--- src/rtl/microsequencer.sv ---
// Next-microstate sequencer for the microprogrammed control unit: picks the next
// control-ROM address each cycle and stalls on the memory handshake with a timeout abort.
module microsequencer #(
  parameter logic [6:0] RESET_STATE = 7'd0,
  parameter logic [6:0] ABORT_STATE = 7'd91,
  parameter logic [7:0] WAIT_LIMIT  = 8'd255
) (
  input  logic       clk,
  input  logic       reset_n,
  input  logic [6:0] encoder_IN,
  input  logic [6:0] cr_addr_IN,
  input  logic [2:0] ns_sel_IN,
  input  logic [1:0] cond_sel_IN,
  input  logic       inv_IN,
  input  logic       moc_IN,
  input  logic       cond_IN,
  output logic [6:0] state_OUT,
  output logic       waiting_OUT,
  output logic       timeout_OUT
);

  typedef enum logic [2:0] {
    NS_DECODE  = 3'd0,
    NS_INC     = 3'd1,
    NS_JUMP    = 3'd2,
    NS_CJUMP   = 3'd3,
    NS_WAIT    = 3'd4,
    NS_CALL    = 3'd5,
    NS_RET     = 3'd6,
    NS_RESTART = 3'd7
  } nsSel_e;

  nsSel_e     nsSel;
  logic [6:0] retAddr;
  logic [7:0] waitCnt;
  logic [6:0] incState;
  logic [6:0] nextState;
  logic       testSrc;
  logic       test;
  logic       stall;
  logic       abort;

  assign nsSel    = nsSel_e'(ns_sel_IN);
  assign incState = state_OUT + 7'd1;

  always_comb begin
    testSrc = 1'b0;
    case (cond_sel_IN)
      2'b00:   testSrc = moc_IN;
      2'b01:   testSrc = cond_IN;
      2'b10:   testSrc = 1'b1;
      default: testSrc = 1'b0;
    endcase
  end

  assign test  = testSrc ^ inv_IN;
  assign stall = (nsSel == NS_WAIT) && !test;
  // A passing test on the limit cycle beats the abort, since stall is already low then.
  assign abort = stall && (waitCnt == WAIT_LIMIT);
  assign waiting_OUT = stall;

  always_comb begin
    nextState = RESET_STATE;
    case (nsSel)
      NS_DECODE:  nextState = encoder_IN;
      NS_INC:     nextState = incState;
      NS_JUMP:    nextState = cr_addr_IN;
      NS_CJUMP:   nextState = test ? cr_addr_IN : incState;
      NS_WAIT:    nextState = test ? incState : (abort ? ABORT_STATE : state_OUT);
      NS_CALL:    nextState = cr_addr_IN;
      NS_RET:     nextState = retAddr;
      NS_RESTART: nextState = RESET_STATE;
      default:    nextState = RESET_STATE;
    endcase
  end

  always_ff @(posedge clk or negedge reset_n) begin
    if (!reset_n) begin
      state_OUT   <= RESET_STATE;
      retAddr     <= 7'd0;
      waitCnt     <= 8'd0;
      timeout_OUT <= 1'b0;
    end else begin
      state_OUT   <= nextState;
      timeout_OUT <= abort;
      waitCnt     <= (stall && !abort) ? waitCnt + 8'd1 : 8'd0;
      if (nsSel == NS_CALL) retAddr <= incState;
    end
  end

endmodule
--- config.mk ---
export PLATFORM = sky130hd
export DESIGN_NAME = microsequencer
export DESIGN_NICKNAME = d
export VERILOG_FILES = /design/src/rtl/microsequencer.sv
export SDC_FILE = /design/constraint.sdc
export NUM_CORES = 1
export LEC_CHECK = 0
export CAP_MARGIN = 10
export CELL_PAD_IN_SITES_DETAIL_PLACEMENT = 0
export CELL_PAD_IN_SITES_GLOBAL_PLACEMENT = 2
export CORE_ASPECT_RATIO = 2
export CORE_UTILIZATION = 32
export CTS_BUF_LIST = sky130_fd_sc_hd__clkbuf_8 sky130_fd_sc_hd__clkbuf_16
export DETAILED_ROUTE_END_ITERATION = 8
export PLACE_DENSITY = 0.89
export RECOVER_POWER = 100
export SLEW_MARGIN = 30
export SYNTH_ARGS = -nofsm -noshare
export SYNTH_HDL_FRONTEND = slang
export SYNTH_SLANG_ARGS = --single-unit
--- constraint.sdc ---
create_clock -name clk -period 4 [get_ports clk]
set_input_delay 0.6 -clock clk [delete_from_list [all_inputs] [get_ports clk]]
set_output_delay 0.6 -clock clk [all_outputs]
set_load 0.005 [all_outputs]
; Word-level counts from Yosys, hierarchy flattened
; Index checks and enable logic that the tools add are counted.
[classes]
n_bitwise = 1
n_eq_ne = 11
muxes = 6
add_sub_neg = 2
reduce_logical = 8
[op_table]
columns = operator, n
row1 = one-hot mux 7 bit (7 select lines), 1
row2 = two-way mux 7 bit, 3
row3 = "== test 3 bit, second input constant", 4
row4 = "adder 8 x 1 -> 8 bit, second input constant", 1
row5 = "== test 8 bit, second input constant", 1
row6 = two-way mux 8 bit, 1
row7 = "adder 7 x 1 -> 7 bit, second input constant", 1
row8 = "== test 3 x 2 -> 1 bit, second input constant", 2
row9 = "== test 3 x 1 -> 1 bit, second input constant", 1
row10 = logical AND 1 bit, 3
row11 = logical NOT 3 bit, 1
row12 = "!= test 3 bit, second input constant", 1
row13 = one-hot mux 1 bit (3 select lines), 1
row14 = "== test 2 x 1 -> 1 bit, second input constant", 1
row15 = "== test 2 bit, second input constant", 1
row16 = logical NOT 1 bit, 2
row17 = logical NOT 2 bit, 1
row18 = OR reduction 2 bit, 1
row19 = bitwise XOR 1 bit, 1
[totals]
wordCells = 32
out_inout_bits = 9
regBits = 23
input_bits = 24

; Longest topological paths before layout
; Gate-level depths: netlist of the first run.
[depth]
word_depth = 9
depth_mapped = 8

; Least setup slack after synthesis of the first run
; OpenSTA, ideal clock, no wires.
[synth_timing]
path_kind = in2out
start = input port cond_sel_IN[1]
end = output port waiting_OUT
cell_stages = 6
path_slack_ps = 1900
arrival_ps = 1500
required_time_ps = 3400
path_cell_list = o21bai_2 nand2_1 xor2_2 buf_2 buf_6 nor3_1
[synth_via]
elab_chain_cells = 5
word_cells_on_any_way = 7
cone_classes = eq/ne (2) / mux (1) / bitwise (1) / reduce/logical (3)
[synth_lines]
columns = element, line
row1 = from (decl), 13  ; input logic [1:0] cond_sel_IN,
row2 = == test 2 bit (tied with other cells), 48  ; case (cond_sel_IN)
row3 = one-hot mux 1 bit (3 select lines) (*), 48
row4 = bitwise XOR 1 bit (*), 56  ; assign test = testSrc ^ inv_IN;
row5 = logical NOT 1 bit (*), 57  ; assign stall = (nsSel == NS_WAIT) && !test;
row6 = logical AND 1 bit (*), 57
row7 = to (decl), 18  ; output logic waiting_OUT,
; Every way passes the cells marked *; elsewhere a longest branch is shown, timed or not.

; Worst setup path in the final report of the first run
[layout_timing]
start = input port cond_sel_IN[1]
end = register state_OUT[2]
[layout_via]
elab_chain_cells = 7
word_cells_on_any_way = 12
cone_classes = eq/ne (3) / mux (4) / bitwise (1) / reduce/logical (4)
[layout_lines]
columns = element, line
row1 = == test 2 bit (tied with other cells), 48
row2 = one-hot mux 1 bit (3 select lines) (*), 48
row3 = bitwise XOR 1 bit (*), 56
row4 = logical NOT 1 bit, 57
row5 = logical AND 1 bit, 57
row6 = logical AND 1 bit, 59  ; assign abort = stall && (waitCnt == WAIT_LIMIT);
row7 = != test 3 bit (no line), -
row8 = to (signal assigned), 84  ; state_OUT <= nextState;
row9 = to (decl), 17  ; output logic [6:0] state_OUT,
; Marked as above.
; A chain may end at the register's enable or synchronous reset.

==> results.txt, run 1 <==
- Number of enable flip-flop cells after synthesis: 0
- I/O Pins: 33
* Area added between synthesis and finish: 24.8%
- # placed instances: between 200 and 300
- A synthesized cell averages 8.46 um^2.
- Port Buffers: 32
- Fill cell instance count of the final layout: 486
- Class of the tightest hold or removal check: reg2reg
* Clock Latency Late Sink: between 0.2 and 0.3 ns
* Average via count per standard cell: about 5.4
- Maximum number of buffers from clock root to sink: 2
- STA classifies the critical path startpoint as an input port.
- After clock tree synthesis, the repair step resized 0 gates.
- Drt first-iter violations: 27
- The tool flagged a number of max-cap violations equal to 0.
- Post-synthesis cell type count: 43
* Last weighted congestion value of the routability-driven placer: roughly 0.84
* Setup repair after global routing missed its margin: no
* Post-CTS clock slew at the launch and capture registers of the worst setup and hold paths: 0.08 ns
* FFs w/ async S/R, synth: 1.00
* Total overflow reported by the global router: 0
- Number of standard-cell rows in the floorplan: 35
- Setup slack closes at 0.757 ns.
* Fraction of final layout cells sized beyond drive strength 1: 0.0376
* Post-layout nets: 240
* Total routed wirelength: between 4000 and 5000 um
- The die covers about 5100 um^2.
- CTS built an H-tree with a depth of 1.
- Summing internal, switching and leakage power gives between 600 and 700 uW.
* Hold violation total from the final report: 0
- Routed vias: around 1500
- Flip-flop and latch count after synthesis: 23
- TritonCTS built the clock tree.
- Once detailed placement completed, the half-perimeter wirelength came to 3360 um.
* Post-CTS Setup Inserts: 0
* Design Area, Final: approximately 1900 um^2
- The repair_antennas step left the layout with diodes totalling 0.
* Number of clock buffers inserted by TritonCTS: 3
* Arrival time of data at the critical path endpoint: about 3.4 ns
- Residual antenna-violating net count after detailed routing: 0
- Max frequency: approximately 310 MHz
* First-pass GRT wire length: between 7000 and 8000 um
- Leakage power: about 0.80 nW
- Worst path required time: 4.18 ns
* Per-cell routed wire length: between 15 and 20 um
- For this run, design rule violations remaining after detail routing come to 0.
* Slew @ Worst Pin: 1.29 ns
- The clock arrives with 0.00192 ns of skew.
- DRT Pass-1 Iters: 4
- Setup slack, reg-to-reg: approximately 1.6 ns
- Minimum clock period after layout: 3.24 ns
- The number of global-route vias before repair is about 1500.
* Quantity of hold-fixing buffers added after cts: 0
- In this run the cell area measured after placement is between 1500 and 2000 um^2.
- Total number of yosys warnings: 0
- Setup total negative slack on the finished layout was measured at 0 ns.
* Crit share post-route: 0.811
- Most used flip-flop cell after synthesis: sky130_fd_sc_hd__dfrtp_1
- Post-synthesis sequential area ratio: 0.374
* Pre-CTS setup slack: ~1.1 ns
* Nets in the synthesized netlist: 208
* Number of non-filler instances in the completed layout: 268
- Height of the die: roughly 100 um
- The worst setup path is of the in2reg kind.
* Result of the run: finished clean
- STA classifies the critical path endpoint as a flip-flop.
- The die is around 51 um wide.
- Initial Utilization: 0.335
- Most frequent cells in the layout: sky130_fd_sc_hd__nand2_1, sky130_fd_sc_hd__dfrtp_1, sky130_fd_sc_hd__clkdlybuf4s50_1, sky130_fd_sc_hd__o21ai_0, sky130_fd_sc_hd__nor2_1
- Setup violations remaining at the end of the flow were counted as 0.
* Maximum number of pins on one net before global-route repair: 26
- Synthesized netlist cell count: 182
- Maximum resistive drop on vdd: roughly 0.17 mV
* Final count of pins violating max slew: 0
* Leading cell type in the layout, fill and taps excluded: sky130_fd_sc_hd__nand2_1
* Peak fanout along the critical path: 20
- Max transition margin: 0.142
* Number of clock sinks: 23
- The initial antenna violation count was 0.
- Cell area after synthesis: roughly 1500 um^2
* Total Routing Usage GR: 0.187
- Root cell of the clock tree: sky130_fd_sc_hd__clkbuf_8
* Power Dens Cells: 337 nW/um^2
- Core region area: 4600 um^2
==> worst paths after layout <==
path                       depth (start not counted)                   start                       end
hold reg to reg                                    2  retAddr[2]$_DFFE_PN0N_    retAddr[2]$_DFFE_PN0N_
setup reg to reg                                   7    waitCnt[0]$_DFF_PN0_  state_OUT[2]$_DFFE_PN0P_
hold / removal                                     2  retAddr[2]$_DFFE_PN0N_    retAddr[2]$_DFFE_PN0N_
setup / recovery                                   8          cond_sel_IN[1]  state_OUT[2]$_DFFE_PN0P_
max in group asynchronous                          1                 reset_n  state_OUT[4]$_DFFE_PN0P_
min in group asynchronous                          1                 reset_n  state_OUT[6]$_DFFE_PN0P_
==> through the flow <==
stage,hold slack [ns],utilization
final,0.491,0.418
after global routing,0.531,0.418
after CTS,0.321,0.424
after detailed placement,0.484,0.415
after global placement,0.472,0.416
after floorplan,0.304,-
==> layout make-up <==
cell class,instances,area (um^2),area share
clock buffers,3,41.3,0.0215
clock inverters,1,3.75,0.00195
inverters,7,26.3,0.0137
multi-input cells,142,862,0.449
flip-flops and latches,23,576,0.299
well taps,55,68.8,0.0358
repair buffers,37,344,0.179
==> worst max-delay path, stage by stage <==
cell                            delay [ns]
sky130_fd_sc_hd__dlygate4sd3_1        0.55
sky130_fd_sc_hd__o21bai_1             0.24
sky130_fd_sc_hd__nand2_1              0.10
sky130_fd_sc_hd__xor2_1               0.17
sky130_fd_sc_hd__clkbuf_1             0.36
sky130_fd_sc_hd__nor4_1               1.10
sky130_fd_sc_hd__a21oi_1              0.08
sky130_fd_sc_hd__o221ai_1             0.22
==> per-layer routing <==
metal  share of wire  track usage  vias up
met5               0            0        -
met4           0.010       0.0748        0
met3           0.031       0.0136        4
met2            0.57        0.349       43
met1            0.39        0.210      683
li1                -            -      725
==> where the power goes <==
part,switching [mW],internal (mW),total (mW)
clock,0.0742,0.0685,0.143
combinational,0.103,0.0983,0.201
sequential,0.0342,0.269,0.304
==> synth_stat cells (3+ instances only) <==
cell                       instances  area [um^2]
sky130_fd_sc_hd__a21oi_1           6         30.0
sky130_fd_sc_hd__a221oi_1          4         35.0
sky130_fd_sc_hd__a31oi_1           4         25.0
sky130_fd_sc_hd__and2_1            3         18.8
sky130_fd_sc_hd__and3_1            5         31.3
sky130_fd_sc_hd__clkbuf_1          6         22.5
sky130_fd_sc_hd__dfrtp_1          23          576
sky130_fd_sc_hd__inv_1             6         22.5
sky130_fd_sc_hd__mux2_1            4         45.0
sky130_fd_sc_hd__nand2_1          24         90.1
sky130_fd_sc_hd__nand3_1          10         50.1
sky130_fd_sc_hd__nor2_1           14         52.6
sky130_fd_sc_hd__nor3_1            3         15.0
sky130_fd_sc_hd__nor4_1            3         18.8
sky130_fd_sc_hd__o21ai_0          11         55.1
sky130_fd_sc_hd__o21ai_1           8         40.0
sky130_fd_sc_hd__o22ai_1           4         25.0
sky130_fd_sc_hd__xnor2_1           4         35.0
sky130_fd_sc_hd__xor2_1            7         61.3
==> sequential cells by signal, indices dropped and copies added, names as in the netlist <==
signal       count
state_OUT        7
timeout_OUT      1
retAddr          7
waitCnt          8
==> logic make-up (layout without fill, tap and decap cells) <==
| group | after synthesis | in the layout | share of synthesized area |
|---|---|---|---|
| simple gates | 70 | 70 | 0.220 |
| compound gates | 54 | 54 | 0.235 |
| flops | 23 | 23 | 0.374 |
| buf+inv | 17 | 48 | 0.0528 |
| xor+xnor | 12 | 12 | 0.0731 |
| mux | 4 | 4 | 0.0292 |
| fa+ha+maj | 2 | 2 | 0.0162 |
No activity file was read; power rests on OpenSTA's default activity.
==> inputs of run 2 (changes only) <==
CORE_UTILIZATION = 27   (was 32)
PLACE_DENSITY = 0.8   (was 0.89)
clock period = 2.65 ns   (was 4 ns; I/O delays follow)
==> results.txt, run 2 (synthesis results as in run 1) <==
- The run finished with clean final reports.
- Overall power after layout: 997 uW (+54%)
- Setup repair after global routing missed its margin: no
* Area added between synthesis and finish: 28.8%
- Initial Utilization: 0.282 (-0.0533)
* Hold violation total from the final report: 0 (unchanged)
- Max frequency: 406 MHz
- The placeable core area is 5470 um^2 (+19%).
- Pre-CTS setup slack: 0.159 ns (-0.914 ns)
- The number of sinks handled by clock tree synthesis was 23 (unchanged).
- The wire length of the first global-routing pass is 7440 um (+2.9%).
- The number of fillers in the final layout was 576 (+19%).
- The number of buffers added for setup after CTS is 0 (unchanged).
* Multi-input gate area in the final layout: 876 um^2 (+1.6%)
- The worst setup path is launched from an input port.
- The layout net count came to 245 (+2.1%).
* H-tree lvl count: 1 (unchanged)
- Routed vias: 1468 (+0.89%)
- Minimum clock period after layout: roughly 2.5 ns
* Antenna diode count: 0 (unchanged)
* Port Buffers: 32 (unchanged)
- Number of antenna violations at the first check in global routing: 0 (unchanged)
- Root cell of the clock tree: sky130_fd_sc_hd__clkbuf_8
- The half-perimeter wire length after placement is 3460 um (+2.9%).
- The share of final-layout standard cells stronger than drive strength 1 is 0.0734 (+0.0358).
* Maximum resistive drop on vdd: 0.223 mV (+32%)
* Max-Cap Viols: 0 (unchanged)
- The average routed wire per standard cell is 15.8 um (-1.4%).
* Vias in the first global route: 1527 (+0.86%)
- The leakage power came to 0.826 nW (+2.7%).
- The post-cts gate resize count came to 0 (unchanged).
- The total wirelength of the detailed-routed design came to 4400 um (+2.3%).
- Most frequent cells in the layout: sky130_fd_sc_hd__nand2_1, sky130_fd_sc_hd__dfrtp_1, sky130_fd_sc_hd__clkdlybuf4s50_1, sky130_fd_sc_hd__o21ai_0, sky130_fd_sc_hd__nor2_1
* Height of the die: 109 um (+8.7%)
* Average via count per standard cell: 5.28 (-2.7%)
- The largest clock skew in the final design came to 0.00387 ns (+0.00196 ns).
* Max transition margin: 0.132 (-0.00995)
- I/O Pins: 33 (unchanged)
* Register with the most flip-flops: waitCnt
* Clock Latency Late Sink: 0.27 ns (about the same)
* Top flop regs: waitCnt x8, retAddr x7, state_OUT x7
* Peak fanout along the critical path: 3 (-85%)
* Drt first-iter violations: 31 (+15%)
* FF+latch area: 576 um^2 (unchanged)
- Maximum number of pins on one net before global-route repair: 25 (-3.8%)
* Class of the tightest hold or removal check: reg2reg
- The worst endpoint required time is 2.25 ns (-1.93 ns).
- The library cell used most frequently in the layout, excluding fill and tap cells, is sky130_fd_sc_hd__nand2_1.
- Final routed DRC violation total: 0 (unchanged)
- TritonCTS built the clock tree.
- Quantity of hold-fixing buffers added after cts: 0 (unchanged)
* Total overflow reported by the global router: 0 (unchanged)
- Final total negative setup slack: 0 ns (unchanged)
* Die outline area: 6030 um^2 (+18%)
- DRT Pass-1 Iters: 4 (unchanged)
- The power density over the cells is 503 nW/um^2 (+49%).
- Crit share post-route: 0.929
* Post-CTS clock slew at the launch and capture registers of the worst setup and hold paths: 0.09 ns (about the same)
- Maximum number of buffers from clock root to sink: 2 (unchanged)
- Total Routing Usage GR: 0.157 (-0.0304)
- Final count of pins violating max slew: 0 (unchanged)
- Number of clock buffers inserted by TritonCTS: 3 (unchanged)
- STA classifies the critical path endpoint as an output port.
- The count of standard-cell rows was 38 (+8.6%).
* Slew @ Worst Pin: 1.30 ns (+0.0149 ns)
* Residual antenna-violating net count after detailed routing: 0 (unchanged)
* Arrival time of data at the critical path endpoint: 2.06 ns (-1.36 ns)
- The number of flip-flops under the largest register name was 8 (unchanged).
- The setup path with the least slack is of type in2out.
- Last weighted congestion value of the routability-driven placer: 0.783 (-6.5%)
- Post-layout worst setup margin: 0.189 ns (-0.568 ns)
- The final setup violation count is 0 (unchanged).
- Die width: 55.4 um (+8.5%)
==> run 2: cell type report <==
class | count | area share
multi-input combinational | 142 | 0.442
sequential | 23 | 0.290
timing repair buffer | 42 | 0.194
tap | 60 | 0.0379
clock buffer | 3 | 0.0208
inverter | 7 | 0.0132
clock inverter | 1 | 0.00252
==> run 2: per-stage QoR <==
| step | std cells | util | area, um^2 | hold slack [ns] |
|---|---|---|---|---|
| floorplan | 182 | - | 1540 | 0.102 |
| global placement | 274 | 0.358 | 1960 | 0.470 |
| detailed placement | 274 | 0.358 | 1960 | 0.485 |
| CTS | 278 | 0.366 | 2000 | 0.495 |
| global route | 278 | 0.363 | 1980 | 0.536 |
| finish | 278 | 0.363 | 1980 | 0.493 |
==> run 2: critical path: stages <==
cell                              delay, ns
sky130_fd_sc_hd__clkdlybuf4s50_1       0.48
sky130_fd_sc_hd__nand3b_1              0.15
sky130_fd_sc_hd__nand2_1               0.08
sky130_fd_sc_hd__xor2_1                0.18
sky130_fd_sc_hd__nor3_1                0.23
sky130_fd_sc_hd__clkdlybuf4s50_1       0.55
==> run 2: layer usage <==
| layer | up-vias | track usage | wire, um |
|---|---|---|---|
| met4 | 0 | 0.0625 | 110 |
| met1 | 692 | 0.185 | 1790 |
| met3 | 8 | 0.00949 | 99 |
| met5 | - | 0 | 0 |
| li1 | 734 | - | - |
| met2 | 34 | 0.292 | 2400 |
==> run 2: power by group <==
group          total (mW)  switching, mW  leakage, nW  internal [mW]
logic               0.314          0.158        0.503          0.156
registers           0.458         0.0517        0.297          0.407
clock network       0.224          0.119       0.0255          0.105
==> run 2: final timing paths <==
kind,from,endpoint,slack (ns),cells after the start
min in group asynchronous,reset_n,retAddr[3]$_DFFE_PN0N_,0.93,2
setup / recovery,cond_sel_IN[1],waiting_OUT,0.19,6
max in group asynchronous,reset_n,waitCnt[5]$_DFF_PN0_,0.95,2
hold reg to reg,waitCnt[0]$_DFF_PN0_,waitCnt[0]$_DFF_PN0_,0.49,1
setup reg to reg,state_OUT[0]$_DFFE_PN0P_,state_OUT[4]$_DFFE_PN0P_,0.53,7
hold / removal,waitCnt[0]$_DFF_PN0_,waitCnt[0]$_DFF_PN0_,0.49,1
